<file path="src/rtl/poly_seq_pkg.sv">
// Shared definitions for the polynomial sequencer and the datapath it drives.
// Keeping the mux encodings here means both sides agree on what each select
// code means without duplicating magic numbers.
package poly_seq_pkg;

    typedef enum logic [2:0] {
        S_IDLE   = 3'd0,
        S_LOAD_X = 3'd1,
        S_CLR0   = 3'd2,
        S_INIT   = 3'd3,
        S_CLR    = 3'd4,
        S_MAC    = 3'd5,
        S_ADDK   = 3'd6,
        S_DONE   = 3'd7
    } state_t;

    // Constant mux: which coefficient is presented to the adder.
    localparam logic [1:0] SEL_K_ZERO  = 2'b00;
    localparam logic [1:0] SEL_K_A     = 2'b01;
    localparam logic [1:0] SEL_K_B     = 2'b10;
    localparam logic [1:0] SEL_K_C     = 2'b11;

    // Adder IN1 source.
    localparam logic [1:0] SEL_A_CONST = 2'b00;
    localparam logic [1:0] SEL_A_X     = 2'b01;
    localparam logic [1:0] SEL_A_S     = 2'b10;
    localparam logic [1:0] SEL_A_H     = 2'b11;

    // Adder IN2 source.
    localparam logic [1:0] SEL_B_X     = 2'b00;
    localparam logic [1:0] SEL_B_CONST = 2'b01;
    localparam logic [1:0] SEL_B_S     = 2'b10;
    localparam logic [1:0] SEL_B_H     = 2'b11;

endpackage

</file>
<file path="src/rtl/seq_down_counter.sv">
// Loadable down-counter used to count the repeated additions that stand in
// for a multiply by X. Only the flags leave the block; the sequencer never
// needs the raw count.
module seq_down_counter #(
    parameter int W = 3
) (
    input  logic         clk,
    input  logic         rst_n,
    input  logic         load,
    input  logic         dec,
    input  logic [W-1:0] din,
    output logic         is_one,
    output logic         is_zero
);

    logic [W-1:0] cnt;

    // Load takes priority so a fresh loop always starts from the captured X.
    always_ff @(posedge clk or negedge rst_n) begin
        if (!rst_n) begin
            cnt <= '0;
        end else if (load) begin
            cnt <= din;
        end else if (dec) begin
            cnt <= cnt - W'(1);
        end
    end

    assign is_one  = (cnt == W'(1));
    assign is_zero = (cnt == '0);

endmodule

</file>
<file path="src/rtl/poly_sequencer.sv">
// Moore sequencer that evaluates Y = A*X^2 + B*X + C on the three-register
// add/sub datapath using Horner's form, with each multiply by X done as X
// repeated additions into regH. The final value is left in regS.
module poly_sequencer
    import poly_seq_pkg::*;
#(
    parameter int X_W   = 3,
    parameter int SEL_W = 2
) (
    input  logic             clk,
    input  logic             rst_n,
    input  logic             start,
    input  logic [X_W-1:0]   x_in,
    output logic [X_W-1:0]   x_out,
    output logic             ld_x,
    output logic             ld_s,
    output logic             ld_h,
    output logic [SEL_W-1:0] sel_k,
    output logic [SEL_W-1:0] sel_a,
    output logic [SEL_W-1:0] sel_b,
    output logic             sub,
    output logic             busy,
    output logic             done
);

    state_t         state;
    state_t         state_nxt;
    logic [X_W-1:0] x_q;
    logic           rnd;
    logic           cnt_one;
    logic           cnt_zero;
    logic [1:0]     k_sel;
    logic [1:0]     a_sel;
    logic [1:0]     b_sel;

    // State register; reset always lands in IDLE so every enable drops at once.
    always_ff @(posedge clk or negedge rst_n) begin
        if (!rst_n) begin
            state <= S_IDLE;
        end else begin
            state <= state_nxt;
        end
    end

    // X is captured only on an accepted start so later x_in changes are harmless.
    always_ff @(posedge clk or negedge rst_n) begin
        if (!rst_n) begin
            x_q <= '0;
        end else if ((state == S_IDLE) && start) begin
            x_q <= x_in;
        end
    end

    // Round flag: first ADDK adds B, second ADDK adds C and finishes.
    always_ff @(posedge clk or negedge rst_n) begin
        if (!rst_n) begin
            rnd <= 1'b0;
        end else if (state == S_INIT) begin
            rnd <= 1'b0;
        end else if ((state == S_ADDK) && !rnd) begin
            rnd <= 1'b1;
        end
    end

    seq_down_counter #(
        .W(X_W)
    ) u_cnt (
        .clk     (clk),
        .rst_n   (rst_n),
        .load    (state == S_CLR),
        .dec     (state == S_MAC),
        .din     (x_q),
        .is_one  (cnt_one),
        .is_zero (cnt_zero)
    );

    // Next-state and Moore output decode; everything defaults to the IDLE drive.
    always_comb begin
        state_nxt = state;
        ld_x      = 1'b0;
        ld_s      = 1'b0;
        ld_h      = 1'b0;
        k_sel     = SEL_K_ZERO;
        a_sel     = SEL_A_CONST;
        b_sel     = SEL_B_X;
        busy      = 1'b0;
        done      = 1'b0;
        case (state)
            S_IDLE: begin
                if (start) begin
                    state_nxt = S_LOAD_X;
                end
            end
            S_LOAD_X: begin
                busy      = 1'b1;
                ld_x      = 1'b1;
                state_nxt = S_CLR0;
            end
            S_CLR0: begin
                busy      = 1'b1;
                b_sel     = SEL_B_CONST;
                ld_h      = 1'b1;
                state_nxt = S_INIT;
            end
            S_INIT: begin
                busy      = 1'b1;
                k_sel     = SEL_K_A;
                a_sel     = SEL_A_H;
                b_sel     = SEL_B_CONST;
                ld_s      = 1'b1;
                state_nxt = S_CLR;
            end
            S_CLR: begin
                busy      = 1'b1;
                b_sel     = SEL_B_CONST;
                ld_h      = 1'b1;
                state_nxt = (x_q == '0) ? S_ADDK : S_MAC;
            end
            S_MAC: begin
                busy      = 1'b1;
                a_sel     = SEL_A_H;
                b_sel     = SEL_B_S;
                ld_h      = 1'b1;
                // The zero check guards against a 2^X_W-long runaway loop.
                state_nxt = (cnt_one || cnt_zero) ? S_ADDK : S_MAC;
            end
            S_ADDK: begin
                busy      = 1'b1;
                k_sel     = rnd ? SEL_K_C : SEL_K_B;
                a_sel     = SEL_A_H;
                b_sel     = SEL_B_CONST;
                ld_s      = 1'b1;
                state_nxt = rnd ? S_DONE : S_CLR;
            end
            S_DONE: begin
                done      = 1'b1;
                state_nxt = S_IDLE;
            end
            default: begin
                state_nxt = S_IDLE;
            end
        endcase
    end

    assign sel_k = SEL_W'(k_sel);
    assign sel_a = SEL_W'(a_sel);
    assign sel_b = SEL_W'(b_sel);
    assign sub   = 1'b0;
    assign x_out = (state == S_IDLE) ? '0 : x_q;

endmodule

</file>
<file path="config.mk">
export PLATFORM = sky130hd
export DESIGN_NAME = poly_sequencer
export DESIGN_NICKNAME = d
export VERILOG_FILES = /design/src/rtl/poly_seq_pkg.sv /design/src/rtl/seq_down_counter.sv /design/src/rtl/poly_sequencer.sv
export SDC_FILE = /design/constraint.sdc
export NUM_CORES = 1
export LEC_CHECK = 0
export CAP_MARGIN = 20
export CELL_PAD_IN_SITES_DETAIL_PLACEMENT = 0
export CELL_PAD_IN_SITES_GLOBAL_PLACEMENT = 2
export CORE_UTILIZATION = 27
export DETAILED_ROUTE_END_ITERATION = 16
export PLACE_DENSITY_LB_ADDON = 0.1
export SYNTH_ARGS = -nofsm -noshare
export SYNTH_HDL_FRONTEND = slang
export SYNTH_SLANG_ARGS = --single-unit
</file>
<file path="constraint.sdc">
create_clock -name clk -period 2.5 [get_ports clk]
set_input_delay 0.375 -clock clk [delete_from_list [all_inputs] [get_ports clk]]
set_output_delay 0.375 -clock clk [all_outputs]
set_load 0.02 [all_outputs]
</file>
**After elaboration in Yosys (flattened, before gate mapping)**

Index checks and enable logic that the tools add are counted.

- Bits in registers: 10
- Latch bits: 0
- Bits in writable memories: 0
- ROM bits: 0
- Bits of input ports: 6
- Output and inout port bits: 15
- Word-level logic and storage cells: 47
- Memories kept: 0

- Add/sub/neg operators: 1
- Multiply operators: 0
- Div/mod/pow operators: 0
- Order comparisons: 0
- Eq/ne operators: 9
- Shifts and indexed selects: 0
- Muxes and demuxes: 19
- Bitwise operators: 0
- Reductions and logical operators: 14

Operators by type and width:

| operator | number |
|---|---|
| $pmux W3 S8 | 1 |
| $eq A3 B3 Y1 const B | 4 |
| $mux W3 | 4 |
| $logic_not A3 Y1 | 3 |
| $mux W1 | 8 |
| $mux W2 | 4 |
| $pmux W2 S2 | 2 |
| $eq A3 B1 Y1 const B | 2 |
| $eq A3 B2 Y1 const B | 2 |
| $reduce_or A3 Y1 | 2 |
| $reduce_or A6 Y1 | 1 |
| $reduce_bool A2 Y1 | 2 |
| $reduce_or A4 Y1 | 1 |
| $sub A3 B1 Y3 const B | 1 |
| $logic_and A1 B1 Y1 | 2 |
| $ne A2 B2 Y1 const B | 1 |
| $reduce_or A2 Y1 | 1 |
| $logic_not A1 Y1 | 1 |
| $logic_or A1 B1 Y1 | 1 |

**Logic depth before layout (Yosys ltp)**

Gate-level depths: netlist of the first run.

- Depth after elaboration: 4
- Depth in mapped cells: 6
- Gate-level depth less buffers: 6

**By module**

Synthesis of the first run repeated with hierarchy kept, for this count alone.

- Cell total of the unflattened synthesis: 79
- Area total of the unflattened synthesis: 698.2 um^2

Modules (own cells, without submodules):

| module | instances | cells an instance | area an instance (um^2) | seq. area each (um^2) |
|---|---|---|---|---|
| poly_sequencer | 1 | 58 | 494.2 | 175.2 |
| seq_down_counter | 1 | 21 | 203.9 | 75.1 |

**Least setup slack after synthesis of the first run**

OpenSTA, ideal clock, no wires.

- Path kind: register to output
- From: register state[1]
- To: output port sel_a[1]
- Arrival time: 1,586 ps
- Required time: 2,125 ps
- Slack: 539 ps
- Cell stages (with the launch flop): 6
- Path buffers: 2
- Cell sequence: dfrtp_1 > clkbuf_1 > inv_1 > a21oi_1 > or2_1 > buf_4

- Word-level cells in the longest chain between the ends: 3
- Elaborated cells between the ends (all ways): 5
- Those cells by class: 3 x eq/ne; 1 x mux; 1 x reduce/logical

Ends and longest elaborated chain:

| element | RTL line | RTL |
|---|---|---|
| from (decl) | poly_sequencer.sv:26 | `state_t state;` |
| from (signal assigned) | poly_sequencer.sv:41 | `state <= state_nxt;` |
| $eq A3 B2 Y1 / $eq A3 B3 Y1 (equally long branches) | poly_sequencer.sv:88 | `case (state)` |
| $reduce_or A3 Y1 (no source line) (*) | - |  |
| $mux W2 (*) | poly_sequencer.sv:88 |  |
| to (decl) | poly_sequencer.sv:19 | `output logic [SEL_W-1:0] sel_a,` |

Mark *: on every way between the ends. The rest lies on a longest branch, timed or not.

**Worst setup path after layout of the first run**

- From: register state[0]
- To: output port sel_a[0]

The elaborated chain is that of the path after synthesis.

==> flow_summary.yaml, run 1 <==
timing:
  fmax_mhz: 437
  fin_skew_ps: 1.82
  finalSetupViolCount: 0
  fin_crit_ps: 2290
  finalHoldViolCount: 0
  rsz0062_at_grt: "false"
  slew_violations: 0
  setup_tns_ps: 0
  layout_worst_path_cycle_share: 0.915
clock_tree:
  root_buffer: "clkbuf_4"
  cts_sinks: 10
  clk_pin_slew_worst_paths_ps: 70
  cts-hold-fix-buffers: 0
  cts_tree: "done"
  cts_buffers: 3
  cts_max_level: 1
  clkLatencyLatePin_ps: 270
  max-clock-path-buffers: 2
hold_path:
  hold_path_class: "in2async"
floorplan:
  die_y_um: 51.8
  dieWidth_um: 51.8
  die_area_um2: 2680
  row_count: 17
  start_util: 0.294
  ioPinCount: 21
  coreArea_um2: 2280
pwr:
  switching_power_mw: 0.641
  p_per_area_nw_per_um2: 1580
  power.total_mw: 1.42
  pwr-share-seq: 0.270
  ir_drop_mv: 0.700
  leakagePower_nw: 0.378
  p_sw_frac: 0.451
  power.share.clock: 0.104
  comb_power_share: 0.626
  internal_power_mw: 0.781
routing:
  drc: 0
  drt_first_pass_iters: 4
  vias: 590
  postRouteAntennaNets: 0
  drt_iter0_drc: 11
  post_drt_wl_per_cell_um: 11.7
  viasPerCell: 4.80
  wirelength_um: 1440
yosys:
  ys_ff_latch: 10
  synth_seq_area_share: 0.374
  syn_nets: 86
  yosys_warnings: 0
  syn_avg_cell_area_um2: 8.69
  synth_edf_count: 0
  yosysUniqueCellTypes: 30
  async_reset_ff_frac: 1.00
  yosys_most_used_dff: "dfrtp_1"
  syn_area_um2: 669
  synth_cells: 77
finish:
  fin_cells: 123
  final_cell_mix: "clkdlybuf4s50_1 (19), dfrtp_1 (8), nor2_1 (7), o21ai_0 (7), inv_1 (6)"
  nets: 105
  areaGrowthSynthToFinish_pct: 34.8
  fin_util: 0.396
  diodes: 0
  mostFrequentLayoutCell: "clkdlybuf4s50_1"
  design_area_um2: 902
  layout-drive-gt1-share: 0.126
global_route:
  grt_pass1_vias: 508
  overflow: 0
  grt_antenna_before_repair: 0
  grt_max_degree: 17
  grt.total_usage: 0.128
  grt_first_pass_wirelength_um: 2440
placement:
  dp_hpwl_um: 1120
  routabilityCongestion: 0.717
  placed_cell_area_um2: 863
  portBuffers: 19
  placed_cells: 119
setup_path:
  endpoint_kind: "primary output"
  startpoint: "state[0]"
  required_ps: 2120
  start_kind: "register"
  cp_max_fo: 12
  reg2reg_from: "state[0]"
  crit_type: "reg2out"
  arrival_ps: 1910
run_status:
  outcome: "finished, final reports clean"
flow_run:
  cap_violations: 0
## synthesized netlist by cell type, types with 2 or more instances
cell	instances	area, um^2
nand2_1	5	18.8
mux2_2	3	33.8
clkbuf_1	2	7.51
inv_1	6	22.5
nand2b_1	4	25.0
ha_1	3	37.5
nor2_1	7	26.3
nand3_1	2	10.0
nand3b_1	2	15.0
a21oi_1	3	15.0
dfrtp_1	10	250
o21ai_0	7	35.0
buf_4	2	15.0
nor2b_1	5	31.3
## metrics by stage
step	hold WS, ps	setup slack [ps]
3_3_place_gp	481	451
4_1_cts	442	111
3_5_place_dp	482	409
2_1_floorplan	79.4	539
5_1_grt	460	39.6
6_report	434	213
## cells by family after synthesis
logic type	count (synthesis)	synth area share
adders and majority gates	3	0.0561
muxes	4	0.0654
xor gates and xnor gates	1	0.0131
AOI/OAI and AO/OA	17	0.150
and+or+nand+nor	29	0.245
other	1	0.00560
buffers and inverters	12	0.0916
DFF	10	0.374
## metal layers
layer,GRT usage,vias up,share of wire
li1,-,293,-
met1,0.169,277,0.45
met2,0.186,18,0.47
met3,0.0643,2,0.078
met4,0.0270,0,0.0049
met5,0,-,0
## what timing repair did
item                       in CTS  in global routing
resized for setup               0                  2
buffers inserted                0                  0
setup endpoints to repair       0                  2
## layout make-up
cell class	instances	area, um^2
Fill cell	236	1370
Inverter	6	22.5
Clock buffer	4	36.3
Timing Repair Buffer	20	198
Sequential cell	10	253
Tap cell	28	35.0
Multi-Input combinational cell	55	358
## flip-flops by register name (all words and copies together) (netlist names)
name       cells
x_q            3
u_cnt.cnt      3
rnd            1
state          3
## power groups by stage
stage	sequential, mW	combinational (mW)	clock, mW
after floorplan	0.296	0.659	0
after global placement	0.384	0.905	0
after detailed placement	0.385	0.901	0
after CTS	0.382	0.905	0.153
after global routing	0.405	0.986	0.164
final	0.384	0.891	0.147
## worst max-delay path, cell delays in order (launching register included)
cell	delay, ps
dfrtp_1	510
nand2b_1	220
a21oi_1	180
or2_1	140
clkdlybuf4s50_1	600
## final timing paths
kind	to	slack, ps	cells past startpoint
min in group clk	u_cnt.cnt[1]	500	2
hold reg to reg	u_cnt.cnt[1]	500	2
setup reg to reg	state[1]	780	4
max in group asynchronous	state[1]	1710	1
setup / recovery	sel_a[0]	210	4
hold / removal	u_cnt.cnt[2]	430	1
Power figures use the tool's default switching activity.
==> run 2, diff against run 1 <==
Settings changed: HOLD_SLACK_MARGIN set to 0.12.
==> results of run 2 <==
Same layout as run 1: the final DEF is identical, and so are final timing and power.
==> run 3, diff against run 2 <==
Settings changed: CORE_UTILIZATION 27 to 28, SYNTH_HIERARCHICAL set to 1.
==> run 3 against run 2 <==
Net effect:
- non-clock buffer count stayed put
- clock-buffer cell count unchanged
- die area rose by 0.56%
- routed wire length increased by 0.14%
- sequential power is 2% higher
- register-to-register slack barely moved
- total power rose by 3.7%
- via count down 1.7%
- setup slack worse by 25 ps
- global-route usage shrank 0.18 points
- combinational power is 5.2% higher
==> flow_summary.yaml, run 3 <==
finish:
  design_area_um2: 928
  mostFrequentLayoutCell: "clkdlybuf4s50_1"
  diodes: 0
  nets: 107
  top_regs: "state (3), u_cnt/cnt (3), x_q (3)"
  final_cell_mix: "clkdlybuf4s50_1 (19), dfrtp_1 (10), nand2_1 (8), nor2_1 (7)"
  fin_util: 0.408
  fin_cells: 125
  areaGrowthSynthToFinish_pct: 33.0
  layout-drive-gt1-share: 0.124
floorplan:
  coreArea_um2: 2280
  start_util: 0.307
  die_area_um2: 2700
  ioPinCount: 21
  row_count: 17
  die_y_um: 51.9
  dieWidth_um: 51.9
yosys:
  async_reset_ff_frac: 1.00
  synth_top_cell_area_share: 0.358
  synth_edf_count: 0
  netlist_top_cells_count: "dfrtp_1 (10), nand2_1 (8), nor2_1 (8)"
  synth_seq_area_share: 0.358
  syn_area_um2: 698
  synth_cells: 79
  yosys_most_used_dff: "dfrtp_1"
  yosysMostFrequentCell: "dfrtp_1"
  synth_area_leader_cell: "dfrtp_1"
  ys_ff_latch: 10
  syn_avg_cell_area_um2: 8.84
  yosysUniqueCellTypes: 34
  synthTopCellsByArea: "dfrtp_1 (36%), ha_1 (5.4%), nor2b_1 (5.4%), a21oi_1 (4.3%), nand2_1 (4.3%)"
  syn_nets: 88
  yosys_warnings: 6
clock_tree:
  max-clock-path-buffers: 2
  cts_tree: "done"
  clkLatencyLatePin_ps: 260
  cts-hold-fix-buffers: 0
  cts_setup_buffers: 0
  cts_buffers: 3
  clk_pin_slew_worst_paths_ps: 70
  cts_sinks: 10
  root_buffer: "clkbuf_4"
  postCtsResizedCells: 0
  cts_max_level: 1
placement:
  dp_hpwl_um: 1110
  portBuffers: 19
  place_ws_ps: 346
  placed_cells: 121
  routabilityCongestion: 0.717
  placed_cell_area_um2: 890
run_status:
  outcome: "finished, final reports clean"
routing:
  drt_first_pass_iters: 6
  post_drt_wl_per_cell_um: 11.5
  routed.top_layer: "met4"
  drt_iter0_drc: 14
  met3_length_um: 51
  wirelength_um: 1440
  wl_met1_um: 693
  vias: 580
  drc: 0
  viasPerCell: 4.64
  dr_wl_met2_um: 683
  postRouteAntennaNets: 0
timing:
  fin_crit_ps: 2310
  layout_worst_path_cycle_share: 0.925
  finalHoldViolCount: 0
  holdWs_ps: 424
  slew_violations: 0
  fin_skew_ps: 1.65
  fin_ws_ps: 188
  setup_tns_ps: 0
  fmax_mhz: 433
  finalSetupViolCount: 0
  rsz0062_at_grt: "false"
setup_path:
  arrival_ps: 1940
  required_ps: 2120
  crit_type: "reg2out"
  cp_max_fo: 11
  start_kind: "register"
  reg2reg_setup_slack_ps: 790
  endpoint_kind: "primary output"
global_route:
  grt_max_degree: 14
  overflow: 0
  grt_pass1_vias: 557
  grt_antenna_before_repair: 0
  grt_first_pass_wirelength_um: 2430
  grt.total_usage: 0.126
pwr:
  power.total_mw: 1.48
  leakagePower_nw: 0.382
  ir_drop_mv: 0.615
  p_per_area_nw_per_um2: 1590
hold_path:
  hold_path_class: "in2async"
flow_run:
  cap_violations: 0
-- run 3: worst max-delay path: stages, from the launching register on --
cell and delay, ps:
dfrtp_1 590, inv_2 170, nor2_2 270, clkdlybuf4s50_1 650
-- run 3: final cells by class --
| type | count | area (um^2) |
|---|---|---|
| clock buffers | 4 | 36.3 |
| fillers | 248 | 1350 |
| inverters | 4 | 15.0 |
| multi-input cells | 59 | 394 |
| flip-flops and latches | 10 | 250 |
| well taps | 28 | 35.0 |
| repair buffers | 20 | 198 |
-- run 3: layer usage --
metal	vias to the layer above	GRT usage
met4	0	0.0541
met1	259	0.163
met3	2	0.0351
li1	306	-
met5	-	0
met2	13	0.194
-- run 3: cell families after synthesis --
kind of cell	Yosys count	synth area share
xor+xnor	3	0.0376
mux	3	0.0484
buf+inv	10	0.0806
fa+ha+maj	3	0.0538
flops	10	0.358
other cells	1	0.00537
compound gates	15	0.138
simple gates	34	0.278
-- run 3: path summary, 6_finish.rpt --
kind,start,end,cells past startpoint
max,state[0],sel_b[1],3
min,rst_n,u_cnt/cnt[2],1
max reg2reg,state[1],u_cnt/cnt[2],4
min reg2reg,x_q[0],u_cnt/cnt[0],2
max in group asynchronous,rst_n,x_q[1],1
min in group clk,x_q[0],u_cnt/cnt[0],2
-- run 3: report_power, final --
group          switching [mW]  internal, mW
logic                   0.473         0.463
clock network          0.0597        0.0883
registers               0.146         0.246
